$ cat config.mk
export PLATFORM = sky130hd
export DESIGN_NAME = orao_vram_arbiter
export DESIGN_NICKNAME = d
export VERILOG_FILES = /design/src/rtl/orao_vram_pkg.sv /design/src/rtl/orao_vram_starve_ctr.sv /design/src/rtl/orao_vram_arbiter.sv
export SDC_FILE = /design/constraint.sdc
export NUM_CORES = 1
export LEC_CHECK = 0
export CORE_UTILIZATION = 51
export CTS_CLUSTER_DIAMETER = 200
export CTS_CLUSTER_SIZE = 12
export DETAILED_ROUTE_END_ITERATION = 10
export PLACE_DENSITY = 0.84
export SYNTH_ARGS = -nofsm -noshare
export SYNTH_HDL_FRONTEND = slang
export SYNTH_SLANG_ARGS = --single-unit
$ cat constraint.sdc
create_clock -name clk_pixel -period 4.6 [get_ports clk_pixel]
set_clock_uncertainty 0.05 [all_clocks]
set_input_delay 0.69 -clock clk_pixel [delete_from_list [all_inputs] [get_ports clk_pixel]]
set_output_delay 0.69 -clock clk_pixel [all_outputs]
set_load 0.02 [all_outputs]
$ cat src/rtl/orao_vram_pkg.sv
// Shared types and default widths for the Orao video RAM arbiter.
package orao_vram_pkg;
  localparam int ADDR_W_DEF       = 13;
  localparam int DATA_W_DEF       = 8;
  localparam int STARVE_LIMIT_DEF = 4;

  typedef enum logic [1:0] {IDLE, CPU_BUSY, ACK} state_e;
  typedef enum logic [1:0] {OWN_NONE, OWN_DISP, OWN_CPU} owner_e;
endpackage

$ cat src/rtl/orao_vram_starve_ctr.sv
// Saturating count of consecutive display wins while the CPU waits.
module orao_vram_starve_ctr #(
  parameter int LIMIT = 4
) (
  input  logic clk_pixel,
  input  logic reset_n,
  input  logic i_clear,
  input  logic i_inc,
  output logic o_at_limit
);
  localparam int CW = (LIMIT < 1) ? 1 : $clog2(LIMIT + 1);

  logic [CW-1:0] r_cnt;

  always_ff @(posedge clk_pixel or negedge reset_n) begin
    if (!reset_n)
      r_cnt <= '0;
    else if (i_clear)
      r_cnt <= '0;
    else if (i_inc && (r_cnt != CW'(LIMIT)))
      r_cnt <= r_cnt + CW'(1);
  end

  assign o_at_limit = (r_cnt == CW'(LIMIT));
endmodule

$ cat src/rtl/orao_vram_arbiter.sv
// Single-port video RAM arbiter: display fetches first, CPU guaranteed a slot by a starvation limit.
// Optional ORAO_VRAM_WRITE_THROUGH_EN: CPU writes to the displayed address update disp_data at issue.
// state    | meaning
// IDLE     | one slot may issue per clock (display or CPU)
// CPU_BUSY | CPU access presented to RAM; ack and read data registered at its end
// ACK      | ack visible; cpu_req here is not a new request
module orao_vram_arbiter
  import orao_vram_pkg::*;
#(
  parameter int ADDR_W       = ADDR_W_DEF,
  parameter int DATA_W       = DATA_W_DEF,
  parameter int STARVE_LIMIT = STARVE_LIMIT_DEF
) (
  input  logic              clk_pixel,
  input  logic              reset_n,
  input  logic [ADDR_W-1:0] disp_addr,
  output logic [DATA_W-1:0] disp_data,
  input  logic              cpu_req,
  input  logic              cpu_we,
  input  logic [ADDR_W-1:0] cpu_addr,
  input  logic [DATA_W-1:0] cpu_wdata,
  output logic              cpu_ack,
  output logic [DATA_W-1:0] cpu_rdata,
  output logic [ADDR_W-1:0] ram_addr,
  output logic              ram_we,
  output logic [DATA_W-1:0] ram_wdata,
  input  logic [DATA_W-1:0] ram_rdata
);
  state_e            r_state;
  state_e            w_state_nxt;
  owner_e            w_owner;
  logic [ADDR_W-1:0] r_disp_addr_q;
  logic [ADDR_W-1:0] r_tag;
  logic              r_disp_pending;
  logic              r_disp_inflight;
  logic              r_cpu_we_q;
  logic              w_at_limit;
  logic              w_wt_hit;

  orao_vram_starve_ctr #(.LIMIT(STARVE_LIMIT)) u_starve (
    .clk_pixel (clk_pixel),
    .reset_n   (reset_n),
    .i_clear   ((w_owner == OWN_CPU) || ((w_owner == OWN_DISP) && !cpu_req)),
    .i_inc     ((w_owner == OWN_DISP) && cpu_req),
    .o_at_limit(w_at_limit)
  );

  always_ff @(posedge clk_pixel or negedge reset_n) begin
    if (!reset_n)
      r_state <= IDLE;
    else
      r_state <= w_state_nxt;
  end

  always_comb begin
    w_state_nxt = r_state;
    case (r_state)
      IDLE:     if (w_owner == OWN_CPU) w_state_nxt = CPU_BUSY;
      CPU_BUSY: w_state_nxt = ACK;
      ACK:      w_state_nxt = IDLE;
      default:  w_state_nxt = IDLE;
    endcase
  end

  // Slot owner: display unless the waiting CPU has hit the starvation limit.
  always_comb begin
    w_owner = OWN_NONE;
    if (r_state == IDLE) begin
      if (r_disp_pending && !(cpu_req && w_at_limit))
        w_owner = OWN_DISP;
      else if (cpu_req)
        w_owner = OWN_CPU;
    end
  end

`ifdef ORAO_VRAM_WRITE_THROUGH_EN
  assign w_wt_hit = (w_owner == OWN_CPU) && cpu_we && (cpu_addr == r_disp_addr_q);
`else
  assign w_wt_hit = 1'b0;
`endif

  always_ff @(posedge clk_pixel or negedge reset_n) begin
    if (!reset_n) begin
      r_disp_addr_q   <= '0;
      r_disp_pending  <= 1'b1;
      r_disp_inflight <= 1'b0;
      r_tag           <= '0;
      r_cpu_we_q      <= 1'b0;
      ram_addr        <= '0;
      ram_we          <= 1'b0;
      ram_wdata       <= '0;
      disp_data       <= '0;
      cpu_ack         <= 1'b0;
      cpu_rdata       <= '0;
    end else begin
      // A change arriving in an issue cycle keeps the flag set for a refetch.
      if (disp_addr != r_disp_addr_q) begin
        r_disp_addr_q  <= disp_addr;
        r_disp_pending <= 1'b1;
      end else if (w_owner == OWN_DISP) begin
        r_disp_pending <= 1'b0;
      end

      ram_we          <= 1'b0;
      r_disp_inflight <= 1'b0;
      case (w_owner)
        OWN_DISP: begin
          ram_addr        <= r_disp_addr_q;
          r_tag           <= r_disp_addr_q;
          r_disp_inflight <= 1'b1;
        end
        OWN_CPU: begin
          ram_addr   <= cpu_addr;
          ram_we     <= cpu_we;
          ram_wdata  <= cpu_wdata;
          r_cpu_we_q <= cpu_we;
        end
        default: ;
      endcase

      if (w_wt_hit)
        disp_data <= cpu_wdata;
      else if (r_disp_inflight && (r_tag == r_disp_addr_q))
        disp_data <= ram_rdata;

      cpu_ack <= (r_state == CPU_BUSY);
      if ((r_state == CPU_BUSY) && !r_cpu_we_q)
        cpu_rdata <= ram_rdata;
    end
  end
endmodule
# Word-level counts from Yosys, hierarchy flattened
# Cells that the tools add are included.
dict set report word_totals {
  ff_bits 73
  output_inout_bits 39
  elab_cells 49
  input_bits 46
}
dict set report op_classes {
  addsub 1
  n_mux 12
  n_reduce_logical 15
  n_eq_ne 8
}
# op n
set ops {}
lappend ops {{$pmux 13 s2} 1}
lappend ops {{$eq 13x13->1} 1}
lappend ops {{$ne 13x13->1} 1}
lappend ops {{$mux 2} 4}
lappend ops {{$logic_and 1x1->1} 7}
lappend ops {{$mux 3} 2}
lappend ops {{$reduce_bool 2->1} 3}
lappend ops {{$eq 2x1->1 const B} 2}
lappend ops {{$mux 1} 4}
lappend ops {{$pmux 2 s2} 1}
lappend ops {{$add 3x1->3 const B} 1}
lappend ops {{$eq 3x3->1 const B} 1}
lappend ops {{$logic_not 1->1} 3}
lappend ops {{$ne 3x3->1 const B} 1}
lappend ops {{$eq 2x2->1 const B} 1}
lappend ops {{$logic_not 2->1} 1}
lappend ops {{$ne 2x2->1 const B} 1}
lappend ops {{$logic_or 1x1->1} 1}

# Longest topological paths before layout
dict set report logic_depth {
  ltp_word 11
  mapped_depth 11
}

# Hierarchy
# From an unflattened synthesis, not the netlist that was laid out.
dict set report unflattened {
  cells_unflattened 240
  hier_area_um2 3114.2
}
# module cells_each instances area_per_inst_um2
set modules_own_cells {}
lappend modules_own_cells {orao_vram_arbiter 222 1 2916.5}
lappend modules_own_cells {orao_vram_starve_ctr 18 1 197.7}

# Worst setup path before layout
# Ideal clock, no wire load.
dict set report synth_path {
  kind {input to register}
  from {in cpu_req}
  to {reg r_tag[10]}
  setup_slack_ps 2342
  arrival_time_ps 2083
  setup_time_ps 125
  path_stages 7
  cell_sequence {nand3_1 > nand3_1 > inv_1 > ha_1 > clkbuf_1 > clkbuf_1 > mux2_2}
}
dict set report synth_between {
  elab_chain_len 6
}
# item line_no
set synth_lines {}
lappend synth_lines {{start: declaration} orao_vram_arbiter.sv:18} ;# input logic cpu_req,
lappend synth_lines {{$logic_and 1x1->1} orao_vram_arbiter.sv:69} ;# if (r_disp_pending && !(cpu_req && w_at_limit))
lappend synth_lines {{$logic_not 1->1} orao_vram_arbiter.sv:69}
lappend synth_lines {{$logic_and 1x1->1} orao_vram_arbiter.sv:69}
lappend synth_lines {{$mux 2 (*)} orao_vram_arbiter.sv:69}
lappend synth_lines {{$mux 2 (*)} orao_vram_arbiter.sv:68} ;# if (r_state == IDLE) begin
lappend synth_lines {{$eq 2x1->1 (*)} orao_vram_arbiter.sv:106} ;# case (w_owner)
lappend synth_lines {{end signal: assignment} orao_vram_arbiter.sv:109} ;# r_tag <= r_disp_addr_q;
lappend synth_lines {{end: declaration} orao_vram_arbiter.sv:33} ;# logic [ADDR_W-1:0] r_tag;
# Every way passes the cells marked *; elsewhere a longest branch is shown, timed or not.
# A chain may end at the register's enable or synchronous reset.

# Worst setup path after layout
dict set report layout_path {
  from {in cpu_req}
  to {reg r_tag[1]}
}
# The elaborated chain is that of the path after synthesis.

==> results.toml <==
[setup_path]
cp.required_ns = 4.78
critPathKind = "in2reg"
end_kind = "flop"
r2r_start = "u_starve.r_cnt[0]"
r2r_end = "ram_addr[2]"
regToRegSetupSlack_ns = 2.28
cp_max_fo = 20
endpoint = "r_tag[1]"
cp.arrival_ns = 2.62
cp-startpoint = "cpu_req"
cp-start-kind = "primary input"
ff2ff_path_depth = 10

[placement]
place.gp.congestion = 0.814
place_hpwl_um = 4680
dpl_worst_slack_ns = 1.78
port_buffers = 84

[clocking]
clockRootBuffer = "clkbuf_8"
tritoncts = "yes"
postCtsSetupRepairBufs = 0
clk_latency_ns = 0.34
cts_hold_buf = 0
cts.htree.levels = 3
cts_resized = 0
cts_inserted_buffers = 9
cts.sinks = 73
clk_pin_slew_ns = 0.07
clock_path_buffers = 2

[grt]
grt_max_degree = 45
grt_pass1_vias = 2029
antenna_found_initial = 0
grt_overflow = 0
grt_pass1_wl_um = 10000
grt_usage = 0.219

[synth]
synthCells = 238
syn-num-nets = 288
avgSynthCellArea_um2 = 12.9
ys_seq_area_frac = 0.596
synth_area_leaders = "dfrtp_1 59%, mux2_2 14%, xnor2_1 4.9%, mux2i_1 4.2%, xor2_1 2.6%"
ys_ff_latch = 73
synth_largest_area_cell = "dfrtp_1"
ys_warn_count = 0
yosys.area.top_type_share = 0.588
synthDistinctLibCells = 22
synth_area_um2 = 3070

[sta]
slew_viol_final = 0
layout_setup_ws_ns = 2.16
setup_viol = 0
period_minus_slack_ns = 2.44
max_freq_mhz = 409
rsz0062_at_grt = "false"
hold_violations = 0
fin_crit_sh = 0.531
slew_headroom = 0.365
fin_tns_setup_ns = 0
worst_pin_slew_ns = 0.952

[die]
dieArea_um2 = 6330
core_um2 = 5640
ios = 85
start_util = 0.543
die_h_um = 79.5
dieWidth_um = 79.5
num_rows = 27

[power_and_ir_drop]
powerDensity_nw_per_um2 = 363
vdd_ir_drop_max_mv = 0.241
p_leak_uw = 0.00177

[final_layout]
final_cell_mix = "83 x clkdlybuf4s50_1, 72 x dfrtp_1, 38 x mux2_2"
final_layout_size_suffix_gt1_frac = 0.179
num_antenna_cells = 0
fillers = 403
nets = 364
layout_commonest_cell = "clkdlybuf4s50_1"
syn_to_final_growth_pct = 33.7

[worst_hold_path]
hold_path.class = "reg2reg"

[route]
antenna_left = 0
routed_wl_um = 6290
drt-initial-drc-count = 65
drc_errors = 0
vias_per_cell = 5.19
firstDrtPassIters = 4
num_vias = 2028
wl_per_cell_um = 16.1

[job]
cap_violations = 0

[run_status]
status = "finished, final reports clean"
-- final cells by class --
| class | count | area (um^2) | area share |
|---|---|---|---|
| clock buffer | 13 | 159 | 0.0388 |
| timing repair buffer | 86 | 851 | 0.208 |
| multi-input combinational | 140 | 1140 | 0.278 |
| inverter | 4 | 15.0 | 0.00366 |
| clock inverter | 3 | 15.0 | 0.00366 |
| sequential | 73 | 1830 | 0.446 |
| tap | 72 | 90.1 | 0.0220 |
-- kinds of logic after synthesis --
logic type	synth area share
mux	0.182
flops	0.596
buf+inv	0.0314
fa+ha+maj	0.0163
simple gates	0.0694
xor+xnor	0.0743
compound gates	0.0302
-- critical path, stage by stage --
cell and delay (ns):
clkdlybuf4s50_1 0.47, nand3_1 0.13, nand3_1 0.12, inv_1 0.09, ha_1 0.69, mux2_2 0.41
-- where the power goes --
| part | internal (uW) | switching, uW |
|---|---|---|
| clock | 223 | 223 |
| sequential | 703 | 46.2 |
| combinational | 153 | 138 |
-- worst min-delay path by stage --
stage,from,endpoint,depth (start not counted)
2_1_floorplan,reset_n,cpu_ack,0
6_report,r_state[1],r_state[1],1
4_1_cts,r_state[1],r_state[1],1
5_1_grt,r_state[1],r_state[1],1
3_5_place_dp,r_state[1],r_state[1],1
3_3_place_gp,r_state[1],r_state[1],1
-- state kept, by name, indices dropped and copies added, names as in the netlist --
signal           count
r_state              2
r_disp_pending       1
cpu_rdata            8
r_disp_inflight      1
ram_addr            13
r_cpu_we_q           1
cpu_ack              1
ram_we               1
u_starve.r_cnt       3
disp_data            8
r_disp_addr_q       13
r_tag               13
ram_wdata            8
-- stage by stage --
stage	utilization	std cells	area [um^2]	power, uW	hold WS [ns]
global route	0.727	391	4100	1560	0.445
finish	0.727	391	4100	1490	0.420
CTS	0.727	391	4100	1500	0.425
detailed placement	0.696	375	3930	1060	0.414
global placement	0.696	375	3930	1040	0.393
floorplan	-	238	3070	910	0.344
-- Yosys cell counts --
cell type	instances
a211oi_1	1
a21oi_1	3
and2_1	2
buf_2	2
clkbuf_1	19
dfrtp_1	72
dfstp_2	1
ha_1	4
inv_1	4
mux2_2	38
mux2i_1	13
nand2_1	20
nand3_1	4
nand4_1	6
nor2_1	1
nor2b_1	4
nor3_1	1
nor4_1	2
nor4_4	1
o21ai_0	14
xnor2_1	17
xor2_1	9
-- routing by layer --
metal	vias to the layer above	track usage	wire length, um
li1	960	-	-
met1	1016	0.275	2610
met2	42	0.361	3360
met3	10	0.0389	214
met4	0	0.116	108
met5	-	0	0
Power figures use the tool's default switching activity.
